**src/rtl/id_insn_queue_pkg.sv**
```systemverilog
// Shared widths and constants for the ID-stage instruction queue.
// Optional zero-latency bypass is enabled by defining ID_IQ_BYPASS_EN.
package id_insn_queue_pkg;

    localparam int IQ_ADDR_W = 30;
    localparam int IQ_DATA_W = 32;
    localparam int IQ_DEPTH  = 4;
    localparam int IQ_PTR_W  = $clog2(IQ_DEPTH);
    localparam int IQ_CNT_W  = 16;

    // Value presented to the decoder when no entry is valid
    localparam logic [IQ_DATA_W-1:0] IQ_EMPTY_INSN = '0;

endpackage

```
**src/rtl/id_insn_queue_if.sv**
```systemverilog
// Fetch-side and decode-side handshake of the instruction queue.
// The queue is the slave; IF and the decoder together form the master.
interface id_insn_queue_if #(
    parameter int ADDR_W = 30,
    parameter int DATA_W = 32
);
    logic [ADDR_W-1:0] if_pc;
    logic [DATA_W-1:0] if_insn;
    logic              if_en;
    logic              q_full;
    logic              ld_hazard;
    logic              br_taken;
    logic [ADDR_W-1:0] dec_pc;
    logic [DATA_W-1:0] dec_insn;
    logic              dec_en;

    modport master (
        output if_pc, if_insn, if_en, ld_hazard, br_taken,
        input  q_full, dec_pc, dec_insn, dec_en
    );

    modport slave (
        input  if_pc, if_insn, if_en, ld_hazard, br_taken,
        output q_full, dec_pc, dec_insn, dec_en
    );
endinterface

```
**src/rtl/id_insn_queue_stall_cnt.sv**
```systemverilog
// Saturating hazard-stall counter with synchronous clear; the clear wins over an increment.
// Kept generic so the EX and MEM stages can reuse it.
module id_iq_stall_cnt #(
    parameter int CNT_W = 16
) (
    input  logic             clk,
    input  logic             reset,
    input  logic             clr,
    input  logic             inc,
    output logic [CNT_W-1:0] cnt
);
    always_ff @(posedge clk) begin
        if (reset || clr) begin
            cnt <= '0;
        end else if (inc && !(&cnt)) begin
            cnt <= cnt + 1'b1;
        end
    end
endmodule

```
**src/rtl/id_insn_queue.sv**
```systemverilog
// Circular instruction buffer between IF and the ID decoder, with load-hazard stall accounting.
// Define ID_IQ_BYPASS_EN to forward a fetch straight to the decoder when the queue is empty.
module id_insn_queue
    import id_insn_queue_pkg::*;
#(
    parameter int ADDR_W = IQ_ADDR_W,
    parameter int DATA_W = IQ_DATA_W,
    parameter int DEPTH  = IQ_DEPTH,
    parameter int PTR_W  = $clog2(DEPTH),
    parameter int CNT_W  = IQ_CNT_W
) (
    input  logic                clk,
    input  logic                reset,
    id_insn_queue_if.slave      iq,
    input  logic                stall,
    input  logic                flush,
    input  logic                ld_stall_clr,
    output logic [PTR_W:0]      q_count,
    output logic [CNT_W-1:0]    ld_stall_cnt
);
    localparam logic [PTR_W:0] FULL_CNT = DEPTH[PTR_W:0];

    logic [ADDR_W-1:0] pc_mem   [DEPTH];
    logic [DATA_W-1:0] insn_mem [DEPTH];
    logic [PTR_W-1:0]  wr_ptr, rd_ptr;
    logic [PTR_W:0]    count;
    logic              empty, byp, pop, pop_q, push, wr, kill;

    assign empty = (count == '0);

`ifdef ID_IQ_BYPASS_EN
    assign byp = empty & iq.if_en;
`else
    assign byp = 1'b0;
`endif

    assign iq.q_full = (count == FULL_CNT);
    assign iq.dec_en = ~empty | byp;
    assign q_count   = count;

    always_comb begin
        iq.dec_pc   = '0;
        iq.dec_insn = DATA_W'(IQ_EMPTY_INSN);
        if (!empty) begin
            iq.dec_pc   = pc_mem[rd_ptr];
            iq.dec_insn = insn_mem[rd_ptr];
        end else if (byp) begin
            iq.dec_pc   = iq.if_pc;
            iq.dec_insn = iq.if_insn;
        end
    end

    assign pop   = iq.dec_en & ~stall & ~iq.ld_hazard & ~flush;
    assign push  = iq.if_en & ~iq.q_full & ~flush & ~(iq.br_taken & pop);
    // A bypassed entry consumed in the same cycle never touches storage
    assign wr    = push & ~(byp & pop);
    assign pop_q = pop & ~empty;
    assign kill  = flush | (iq.br_taken & pop);

    always_ff @(posedge clk) begin
        if (reset || kill) begin
            wr_ptr <= '0;
            rd_ptr <= '0;
            count  <= '0;
        end else begin
            if (wr) begin
                wr_ptr <= wr_ptr + 1'b1;
            end
            if (pop_q) begin
                rd_ptr <= rd_ptr + 1'b1;
            end
            case ({wr, pop_q})
                2'b10:   count <= count + 1'b1;
                2'b01:   count <= count - 1'b1;
                default: count <= count;
            endcase
        end
    end

    always_ff @(posedge clk) begin
        if (wr) begin
            pc_mem[wr_ptr]   <= iq.if_pc;
            insn_mem[wr_ptr] <= iq.if_insn;
        end
    end

    id_iq_stall_cnt #(
        .CNT_W (CNT_W)
    ) u_ld_stall_cnt (
        .clk   (clk),
        .reset (reset),
        .clr   (ld_stall_clr),
        .inc   (iq.dec_en & iq.ld_hazard & ~stall & ~flush),
        .cnt   (ld_stall_cnt)
    );
endmodule

```
**src/flat_wrapper.sv**
```systemverilog
// flat-port wrapper written by rule: the top's interface ports become plain ports
module id_insn_queue_flat import id_insn_queue_pkg::*;
#(
    parameter int ADDR_W = IQ_ADDR_W,
    parameter int DATA_W = IQ_DATA_W,
    parameter int DEPTH  = IQ_DEPTH,
    parameter int PTR_W  = $clog2(DEPTH),
    parameter int CNT_W  = IQ_CNT_W
)
  (clk, reset, stall, flush, ld_stall_clr, q_count, ld_stall_cnt, iq_if_pc, iq_if_insn, iq_if_en, iq_ld_hazard, iq_br_taken, iq_q_full, iq_dec_pc, iq_dec_insn, iq_dec_en);
  id_insn_queue_if #(.ADDR_W(ADDR_W), .DATA_W(DATA_W)) iq_i ();
  input  logic clk;
  input  logic reset;
  input  logic stall;
  input  logic flush;
  input  logic ld_stall_clr;
  output logic [PTR_W:0] q_count;
  output logic [CNT_W-1:0] ld_stall_cnt;
  input wire logic [$bits(iq_i.if_pc)-1:0] iq_if_pc;
  input wire logic [$bits(iq_i.if_insn)-1:0] iq_if_insn;
  input wire logic [$bits(iq_i.if_en)-1:0] iq_if_en;
  input wire logic [$bits(iq_i.ld_hazard)-1:0] iq_ld_hazard;
  input wire logic [$bits(iq_i.br_taken)-1:0] iq_br_taken;
  output wire logic [$bits(iq_i.q_full)-1:0] iq_q_full;
  output wire logic [$bits(iq_i.dec_pc)-1:0] iq_dec_pc;
  output wire logic [$bits(iq_i.dec_insn)-1:0] iq_dec_insn;
  output wire logic [$bits(iq_i.dec_en)-1:0] iq_dec_en;
  assign iq_i.if_pc = iq_if_pc;
  assign iq_i.if_insn = iq_if_insn;
  assign iq_i.if_en = iq_if_en;
  assign iq_i.ld_hazard = iq_ld_hazard;
  assign iq_i.br_taken = iq_br_taken;
  assign iq_q_full = iq_i.q_full;
  assign iq_dec_pc = iq_i.dec_pc;
  assign iq_dec_insn = iq_i.dec_insn;
  assign iq_dec_en = iq_i.dec_en;
  id_insn_queue #(.ADDR_W(ADDR_W), .DATA_W(DATA_W), .DEPTH(DEPTH), .PTR_W(PTR_W), .CNT_W(CNT_W)) u_core (.clk(clk), .reset(reset), .iq(iq_i), .stall(stall), .flush(flush), .ld_stall_clr(ld_stall_clr), .q_count(q_count), .ld_stall_cnt(ld_stall_cnt));
endmodule
```
**config.mk**
```make
export PLATFORM = sky130hd
export DESIGN_NAME = id_insn_queue_flat
export DESIGN_NICKNAME = d
export VERILOG_FILES = /design/src/rtl/id_insn_queue_pkg.sv /design/src/rtl/id_insn_queue_if.sv /design/src/rtl/id_insn_queue_stall_cnt.sv /design/src/rtl/id_insn_queue.sv /design/src/flat_wrapper.sv
export SDC_FILE = /design/constraint.sdc
export NUM_CORES = 1
export LEC_CHECK = 0
export ABC_AREA = 0
export CAP_MARGIN = 20
export CORE_UTILIZATION = 56
export CTS_BUF_LIST = sky130_fd_sc_hd__clkbuf_4
export DETAILED_ROUTE_END_ITERATION = 12
export PLACE_DENSITY = 0.78
export SYNTH_ARGS = -nofsm -noshare
export SYNTH_HDL_FRONTEND = slang
export SYNTH_SLANG_ARGS = --single-unit
```
**constraint.sdc**
```tcl
create_clock -name clk -period 4.85 [get_ports clk]
set_clock_uncertainty 0.15 [all_clocks]
set_input_delay 1.455 -clock clk [delete_from_list [all_inputs] [get_ports clk]]
set_output_delay 1.455 -clock clk [all_outputs]
set_load 0.01 [all_outputs]
```
==> results.md, run 1 <==
* GRT overflow at 0
* Most frequent cells in the layout: edfxtp_1 (248), clkdlybuf4s50_1 (152), clkbuf_4 (97)
* Sequential fraction of the synthesis area at 0.7505
* Gates resized, CTS repair at 0
* Clock transition at the registers of the reported paths at approximately 0.06 ns
* MaxCap Viol Count at 0
* Wire length on met3 at around 1.5 mm
* Core region area at 18,270 sq um
* Worst Max-Slew Pin Slew at about 0.93 ns
* All-layer global routing usage at 0.2189
* Residual DRC at 0
* Setup slack after layout at approximately 0.42 ns
* Clock Latency Late Sink at about 0.63 ns
* Power per cell area at between 300 and 400 nW/um^2
* CTS Hold Bufs at 0
* Clock tree buffer depth at 3
* EDFF count, synth at between 200 and 250
* Ports at 153
* Sw frac at 0.2070
* CP endpoint kind: output pin
* Starting Density at 0.5796
* Cell row count at 49
* Met2 routed WL at 10.21 mm
* Dpl hpwl at 12.01 mm
* First-pass GRT wire length at approximately 32 mm
* Vias/cell at between 5 and 6
* Psw at between 0.0009 and 0.001 W
* Seq pwr share at 0.569
* Share of cells above drive strength 1 at 0.2318
* DR WL/cell at 19.57 microns
* VDD IR max at 0.0002195 V
* Post-layout minimum cycle time at 4.435 ns
* Final-report setup violation count at 0
* Synth area leaders: edfxtp_1 (70%), mux4_2 (13%), dfxtp_1 (4.7%)
* Drt pass-1 iters at 5
* Setup TNS at 0 ns
* Drt total wl at approximately 20 mm
* Synth Flop Type: edfxtp_1
* WL met1 at about 8 mm
* DRT iter0 DRCs at approximately 280
* Height of the die at around 140 microns
* Fin area at 13,270 sq um
* Syn_nets at 618
* Average size of a mapped cell at a little under 20 sq um
* Dpl ws at about 0.89 ns
* Final Util at 0.7263
* Logic gate share of total power at 0.045
* WP data required at between 3 and 4 ns
* CTS tree: yes
* WHS at roughly 0.39 ns
* Via count at 5,669
* Post-Syn Area at ~11,000 sq um
* RSZ-0062 raised after global routing: false
* Commonest non-fill, non-tap cell in the layout: edfxtp_1
* Gate Count Post-Synth at approximately 540
* Max Slew Vio Count at 0
* Area taken by multi-input logic gates at 2525 sq um
* Largest net degree at the start of global routing at 64
* # nets final at roughly 800
* Internal power at 0.003643 W
* Netlist cell types at 33
* Highest layer used for signal routing: met4
* Kind of critical path: reg2out
* Share of synthesized flip-flops with an asynchronous set or reset at 0
* Area growth, synth to finish at 25.31%
* CP Max Fanout at 21
* Root Buffer: clkbuf_4
* Sink Count at around 270
* Die ar. at 19,460 sq um
* FF/Latch Area at approximately 8000 sq um
* Htree depth at 3
* F_max at 0.2255 GHz
* Initial antenna violation count at 1
* Status: finished, final reports clean
* Hold Vio Cnt, Final at 0
* Die X at 139.5 microns
* Period Utilization, post-route at 0.9144
* Post-route ant nets at 0
* DP Area at 12,440 sq um
* GPL Wtd Cong at about 0.81
* Biggest area consumer among synthesized cells: edfxtp_1
* Relative slew slack at 0.3792
* Seq cells post-synth at around 270
* Yosys top cell area share at 0.7032
* Yosys warns at 0
* Fill cell count at around 1,200
* CTS Buf Count at a little under 70
* IO Port Bufs at 152
* Clock power share at 0.387
* Worst setup SP type: register
* Arr. time, crit path at about 2.8 ns
* Post-CTS setup buffer count at 0
* Leak Pwr at ~4.3 nW
* Vias in the first global route at approximately 6,000
* Min-Delay Path Class: reg2reg
## worst paths after layout
| check | from | cells past startpoint | end | slack (ns) |
|---|---|---|---|---|
| setup / recovery | register | 4 | iq_dec_insn[8] | 0.42 |
| hold / removal | u_core.rd_ptr[1] | 2 | u_core.rd_ptr[1] | 0.39 |
| setup reg to reg | u_core.q_count[0] | 12 | u_core.q_count[2] | 1.87 |
| hold reg to reg | u_core.rd_ptr[1] | 2 | u_core.rd_ptr[1] | 0.39 |
## registers in the layout, indices dropped and copies added, names as in the netlist, named ones only
| register | cells |
|---|---|
| u_core.insn_mem | 128 |
| u_core.pc_mem | 120 |
| u_core.q_count | 3 |
| u_core.rd_ptr | 2 |
| u_core.u_ld_stall_cnt.cnt | 16 |
| u_core.wr_ptr | 2 |
## layout make-up
type,instances,share of cell area
inverters,8,0.002263
clock inverters,26,0.007449
well taps,229,0.02159
repair buffers,160,0.1239
clock buffers,97,0.05487
multi-input cells,234,0.1903
flip-flops and latches,273,0.5995
diodes,1,0.0001886
## cells in the mapped netlist, types with 2 or more instances
cell,n
nor3b_1,2
xor2_1,3
and2_1,63
a21oi_1,4
buf_1,2
nor2_1,28
edfxtp_1,248
nor3_1,6
dfxtp_1,25
inv_1,8
buf_2,8
nor4_1,7
and3_1,5
ha_1,6
mux4_2,62
nand2_1,6
and4_1,2
clkbuf_1,16
xnor2_1,17
nand4_1,5
nand3_1,6
## per-layer routing
metal / vias to the layer above / track usage
li1: 2595 / -
met2: 212 / 0.3563
met4: 0 / 0.08889
met3: 32 / 0.07846
met5: - / 0
met1: 2830 / 0.2681
## through the flow
step / power, W / cells
after floorplan: 0.002736 / 541
after global placement: 0.002859 / 904
after detailed placement: 0.002869 / 904
after CTS: 0.004653 / 1027
after global routing: 0.004786 / 1028
final: 0.004593 / 1028
## power groups by stage
| stage | clock network (W) | logic, W | registers, W |
|---|---|---|---|
| finish | 0.00178 | 0.000206 | 0.00261 |
| global route | 0.00195 | 0.000221 | 0.00261 |
| CTS | 0.00183 | 0.000207 | 0.00261 |
| detailed placement | 0 | 0.000207 | 0.00266 |
| global placement | 0 | 0.000200 | 0.00266 |
| floorplan | 0 | 0.0000740 | 0.00266 |
## cells by family (layout without fill, tap and decap cells)
group / Yosys count / count (layout) / synth area share
buf+inv: 34 / 291 / 0.01300
fa+ha+maj: 7 / 7 / 0.008979
other cells: 0 / 1 / 0
compound gates: 7 / 7 / 0.003781
flops: 273 / 273 / 0.7505
simple gates: 138 / 138 / 0.07538
xor+xnor: 20 / 20 / 0.01654
mux: 62 / 62 / 0.1319
## worst max-delay path: stages (launching register included)
cell and delay [ns]:
dfxtp_4 0.62, buf_4 0.36, mux4_2 0.52, and2_1 0.20, clkdlybuf4s50_1 0.49
No activity file was read; power rests on OpenSTA's default activity.
==> run 2: changes to the inputs <==
--- a/config.mk
+++ b/config.mk
@@ -7,10 +7,12 @@
 export LEC_CHECK = 0
 export ABC_AREA = 0
 export CAP_MARGIN = 20
+export CORE_ASPECT_RATIO = 0.8
 export CORE_UTILIZATION = 56
 export CTS_BUF_LIST = sky130_fd_sc_hd__clkbuf_4
 export DETAILED_ROUTE_END_ITERATION = 12
 export PLACE_DENSITY = 0.78
+export SETUP_SLACK_MARGIN = 0.5
 export SYNTH_ARGS = -nofsm -noshare
 export SYNTH_HDL_FRONTEND = slang
 export SYNTH_SLANG_ARGS = --single-unit
==> results.md, run 2 (synthesized netlist as in run 1, its figures left out) <==
* Status: finished, final reports clean
* # nets final at 831 (+0.97%)
* Root Buffer: clkbuf_4
* VDD IR max at 0.0002008 V (-8.5%)
* Dpl hpwl at 12.13 mm (+1.0%)
* Setup TNS at 0 ns (unchanged)
* Core region area at 18,330 sq um (+0.34%)
* All-layer global routing usage at 0.2246 (+0.005700)
* Max FFs per register at 128 (unchanged)
* Htree depth at 3 (unchanged)
* Arr. time, crit path at 2.58 ns (-0.25 ns)
* Most flop-heavy register: u_core.insn_mem
* Dpl ws at 0.9037 ns (+0.01338 ns)
* Leak Pwr at 4.358 nW (+2.3%)
* Via count at 5,759 (+1.6%)
* Area growth, synth to finish at 27.53%
* Initial antenna violation count at 2 (+1)
* Power per cell area at 349.7 nW/um^2 (+1.0%)
* GPL Wtd Cong at 0.8346 (+2.9%)
* CTS tree: yes
* Most frequent cells in the layout: edfxtp_1 (248), clkdlybuf4s50_1 (152), clkbuf_4 (97)
* Residual DRC at 0 (unchanged)
* CTS Buf Count at 67 (-2.9%)
* Setup slack after layout at 0.6651 ns (+0.2499 ns)
* Height of the die at 125 microns (-10%)
* IO Port Bufs at 152 (unchanged)
* Relative slew slack at 0.6072 (+0.2280)
* Worst setup SP type: register
* Post-route ant nets at 0 (unchanged)
* Kind of critical path: reg2out
* Clock tree buffer depth at 3 (unchanged)
* Total power at 0.004723 W (+2.8%)
* Sink Count at 273 (unchanged)
* DRT iter0 DRCs at 311 (+13%)
* GRT overflow at 0 (unchanged)
* CP Max Fanout at 6 (-71%)
* Share of cells above drive strength 1 at 0.2472 (+0.01538)
* Starting Density at 0.5777 (-0.001978)
* Cell row count at 44 (-10%)
* WP data required at 3.24 ns (about the same)
* CTS Hold Bufs at 0 (unchanged)
* Drt total wl at 20.86 mm (+3.7%)
* Vias in the first global route at 6,092 (+1.8%)
* DR WL/cell at 19.70 microns (+0.69%)
* F_max at 0.2390 GHz (+6.0%)
* Largest net degree at the start of global routing at 47 (-27%)
* HP Start: u_core.rd_ptr[1]
* WHS at 0.3696 ns (-0.01812 ns)
* Ports at 153 (unchanged)
* Worst Max-Slew Pin Slew at 0.5892 ns (-0.3420 ns)
* CP endpoint kind: output pin
* Period Utilization, post-route at 0.8629 (-0.05152)
* Final-report setup violation count at 0 (unchanged)
* Die X at 155.8 microns (+12%)
* Drt pass-1 iters at 4 (-1)
* Clock transition at the registers of the reported paths at 0.07 ns (about the same)
* Clock Latency Late Sink at 0.65 ns (+0.02 ns)
* Hold Vio Cnt, Final at 0 (unchanged)
* First-pass GRT wire length at 32.40 mm (+1.2%)
* Post-layout minimum cycle time at 4.185 ns (-0.2499 ns)
* Commonest non-fill, non-tap cell in the layout: edfxtp_1
* MaxCap Viol Count at 0 (unchanged)
* Vias/cell at 5.438 (-1.4%)
* Die ar. at 19,470 sq um (about the same)
* Min-Delay Path Class: reg2reg
* Max Slew Vio Count at 0 (unchanged)
* Top Registers: u_core.insn_mem x128, u_core.pc_mem x120, u_core.u_ld_stall_cnt.cnt x16
* FF-to-FF Start: u_core.q_count[0]
* RSZ-0062 raised after global routing: false
run 2: path summary, 6_finish.rpt:
kind | end | slack [ns] | depth (start not counted)
max | iq_dec_pc[22] | 0.67 | 5
min | register | 0.37 | 2
max reg2reg | u_core.q_count[2] | 1.85 | 12
min reg2reg | register | 0.37 | 2
run 2: per-stage QoR:
step / util / cells / cell area, sq um
finish: 0.7367 / 1059 / 13510
global route: 0.7367 / 1059 / 13510
CTS: 0.7349 / 1057 / 13470
detailed placement: 0.6819 / 932 / 12500
global placement: 0.6819 / 932 / 12500
floorplan: - / 541 / 10590
run 2: report_power, final:
| part | total [W] | internal, W | switching (W) |
|---|---|---|---|
| logic | 0.000210 | 0.000116 | 0.0000945 |
| clock network | 0.00190 | 0.00103 | 0.000870 |
| registers | 0.00261 | 0.00260 | 0.00000949 |
| total | 0.00472 | 0.00375 | 0.000974 |
run 2: what timing repair did:
action / CTS / global route
gates resized for setup: 1 / 2
endpoints found under the setup margin: 62 / 13
setup buffers: 5 / 1
run 2: worst max-delay path, stage by stage, from the launching register on:
cell             delay, ns
dfxtp_4               0.44
buf_4                 0.19
buf_12                0.13
mux4_2                0.51
and2_1                0.18
clkdlybuf4s50_1       0.47
run 2: final cells by class:
class                   instances  area (sq um)
flip-flops and latches        273          7955
fillers                      1134          4827
multi-input cells             234          2530
repair buffers                170          1797
clock buffers                  97         728.2
well taps                     253         316.6
clock inverters                23         143.9
inverters                       8         32.53
diodes                          1         2.502
run 2: layer usage:
layer | vias up | wire length [microns] | global-route usage
met5 | - | 12 | 0
met4 | 2 | 327 | 0.08766
met3 | 31 | 1528 | 0.05997
met2 | 238 | 9915 | 0.3479
met1 | 2872 | 9079 | 0.3086
li1 | 2616 | - | -
==> run 3: changes to the inputs <==
--- a/config.mk
+++ b/config.mk
@@ -7,10 +7,11 @@
 export LEC_CHECK = 0
 export ABC_AREA = 0
 export CAP_MARGIN = 20
-export CORE_ASPECT_RATIO = 0.8
+export CORE_ASPECT_RATIO = 1.75
 export CORE_UTILIZATION = 56
 export CTS_BUF_LIST = sky130_fd_sc_hd__clkbuf_4
 export DETAILED_ROUTE_END_ITERATION = 12
+export HOLD_SLACK_MARGIN = 0.05
 export PLACE_DENSITY = 0.78
 export SETUP_SLACK_MARGIN = 0.5
 export SYNTH_ARGS = -nofsm -noshare
==> constraint.sdc (replaced) <==
create_clock -name clk -period 4 [get_ports clk]
set_clock_uncertainty 0.15 [all_clocks]
set_input_delay 1.2 -clock clk [delete_from_list [all_inputs] [get_ports clk]]
set_output_delay 1.2 -clock clk [all_outputs]
set_load 0.01 [all_outputs]
==> results.md, run 3 (synthesized netlist as in run 1, its figures left out) <==
* Commonest non-fill, non-tap cell in the layout: edfxtp_1
* CP endpoint kind: output pin
* Worst path most repeated cell: buf_6
* Ports at 153 (unchanged)
* Htree depth at 2 (-1)
* Period Utilization, post-route at 0.8913
* Arr. time, crit path at 2.22 ns (-0.36 ns)
* Drt pass-1 iters at 4 (unchanged)
* GR Util met1 at 0.2547 (-0.05394)
* Kind of critical path: reg2out
* CP max-delay cell: mux4_2
* Max Slew Vio Count at 0 (unchanged)
* F_max at around 0.28 GHz
* Relative slew slack at 0.6041 (-0.003082)
* # nets final at 846 (+1.8%)
* Worst Max-Slew Pin Slew at 0.5884 ns (-0.0008024 ns)
* Setup TNS at 0 ns (unchanged)
* WP data required at 2.65 ns (-0.59 ns)
* Clock tree buffer depth at 3 (unchanged)
* Sink Count at 273 (unchanged)
* Share of cells above drive strength 1 at 0.3839 (+0.1367)
* All-layer global routing usage at 0.2386 (+0.01400)
* DP Area at 12,580 sq um (+0.67%)
* Area growth, synth to finish at 31.01%
* Met2 Usage GRT at 0.4573 (+0.1093)
* CP cell instances: buf_6 -> buf_16 -> buf_8 -> mux4_2 -> and2_4 -> buf_6
* HP Start: u_core.rd_ptr[0]
* CTS Buf Count at 58 (-13%)
* Top Registers: u_core.insn_mem x128, u_core.pc_mem x120, u_core.u_ld_stall_cnt.cnt x16
* Reg2Reg Depth at 12 (unchanged)
* DR WL/cell at 21.53 microns (+9.3%)
* MaxCap Viol Count at 0 (unchanged)
* Met3 Track Usage GR at 0.04786 (-0.01211)
* Via count at 5,859 (+1.7%)
* Post-route ant nets at 0 (unchanged)
* Post-layout minimum cycle time at roughly 3.6 ns
* RSZ-0062 raised after global routing: true
* Worst setup SP type: register
* Leak Pwr at 4.688 nW (+7.6%)
* Layer with the highest usage: met2
* Residual DRC at 0 (unchanged)
* Reg2Reg Setup Slack at 1.51 ns (-0.34 ns)
* Status: finished, final reports clean
* Worst R2R End: u_core.q_count[2]
* Final-report setup violation count at 0 (unchanged)
* FF-to-FF Start: u_core.q_count[2]
* Hold Vio Cnt, Final at 0 (unchanged)
* GRT overflow at 0 (unchanged)
* Vias/cell at 5.543 (+1.9%)
* Drt total wl at 22.76 mm (+9.1%)
* Core region area at 18,580 sq um (+1.4%)
* Most flop-heavy register: u_core.insn_mem
* Starting Density at 0.5700 (-0.007702)
* Root Buffer: clkbuf_4
* Fin area at 13,870 sq um (+2.7%)
* Max FFs per register at 128 (unchanged)
* Power per cell area at 396.2 nW/um^2 (+13%)
* First-pass GRT wire length at 34.45 mm (+6.3%)
* Clock Latency Late Sink at 0.66 ns (about the same)
* GPL Wtd Cong at 0.8072 (-3.3%)
* Die ar. at 19,490 sq um (about the same)
* Fill cell count at 1,105 (-2.6%)
* FF/Latch Area at 7959 sq um (about the same)
* Dpl hpwl at 13.90 mm (+15%)
* DRT iter0 DRCs at 287 (-7.7%)
* Initial antenna violation count at 1 (-1)
* CTS tree: yes
* Die X at 106.0 microns (-32%)
* Clock transition at the registers of the reported paths at 0.08 ns (about the same)
* Area taken by multi-input logic gates at 2649 sq um (+4.7%)
* CP Max Fanout at 6 (unchanged)
* Min-Delay Path Class: reg2reg
* Hold endpoint: u_core.rd_ptr[0]
* Height of the die at 183.9 microns (+47%)
* Vias in the first global route at 6,438 (+5.7%)
* CP max stage delay at 0.49 ns (-0.02 ns)
* Final Util at 0.7467 (+0.01004)
* Cell row count at 66 (+50%)
* IO Port Bufs at 152 (unchanged)
* VDD IR max at 0.0002704 V (+35%)
* Most frequent cells in the layout: edfxtp_1 (248), clkdlybuf4s50_1 (90), clkbuf_4 (77)
* Hold depth at 2 (unchanged)
* Largest net degree at the start of global routing at 39 (-17%)
==> run 3: layer usage <==
| layer | up-vias | part of all wire |
|---|---|---|
| met5 | - | 0 |
| met4 | 0 | 0.023 |
| met3 | 38 | 0.054 |
| met2 | 203 | 0.58 |
| met1 | 2983 | 0.34 |
| li1 | 2635 | - |
==> run 3: area by class of cell <==
class                   instances  area share
well taps                     238     0.02146
inverters                       8    0.002164
clock buffers                  77     0.04166
diodes                          1   0.0001804
clock inverters                32     0.01317
repair buffers                194      0.1568
multi-input cells             234      0.1909
flip-flops and latches        273      0.5736
==> run 3: worst max-delay path: cells and delay by family (launching register included) <==
kind / cells / cell delay [ns]
flops: 1 / 0.41
simple gates: 1 / 0.17
mux: 1 / 0.49
buf+inv: 4 / 0.49
==> run 3: repair_timing <==
action | CTS | global route
setup buffers | 15 | 2
hold buffers | 0 | 0
cloned | 6 | 0
pin swaps | 0 | 8
resized for setup | 326 | 49
setup endpoints to repair | 63 | 63
==> run 3: metrics by stage <==
step                setup slack [ns]  total power, W  instances  hold WS (ns)
global placement              0.5756        0.003472        924        0.3579
floorplan                     0.9949        0.003316        541        0.3347
detailed placement            0.5010        0.003489        924        0.3785
finish                        0.4349        0.005497       1057        0.3969
CTS                           0.3984        0.005534       1054        0.3980
global route                  0.3565        0.005678       1057        0.4484
==> run 3: where the power goes <==
part	switching [W]	internal, W
Combinational	0.000123	0.000156
Sequential	0.0000123	0.00315
Clock	0.00101	0.00104
==> run 3: how the worst max path moves through the flow <==
stage,cells past startpoint,end
2_1_floorplan,8,u_core.q_count[2]
3_3_place_gp,10,u_core.q_count[2]
3_5_place_dp,10,u_core.q_count[2]
4_1_cts,6,iq_dec_pc[16]
5_1_grt,5,iq_dec_insn[16]
6_report,6,iq_dec_insn[22]
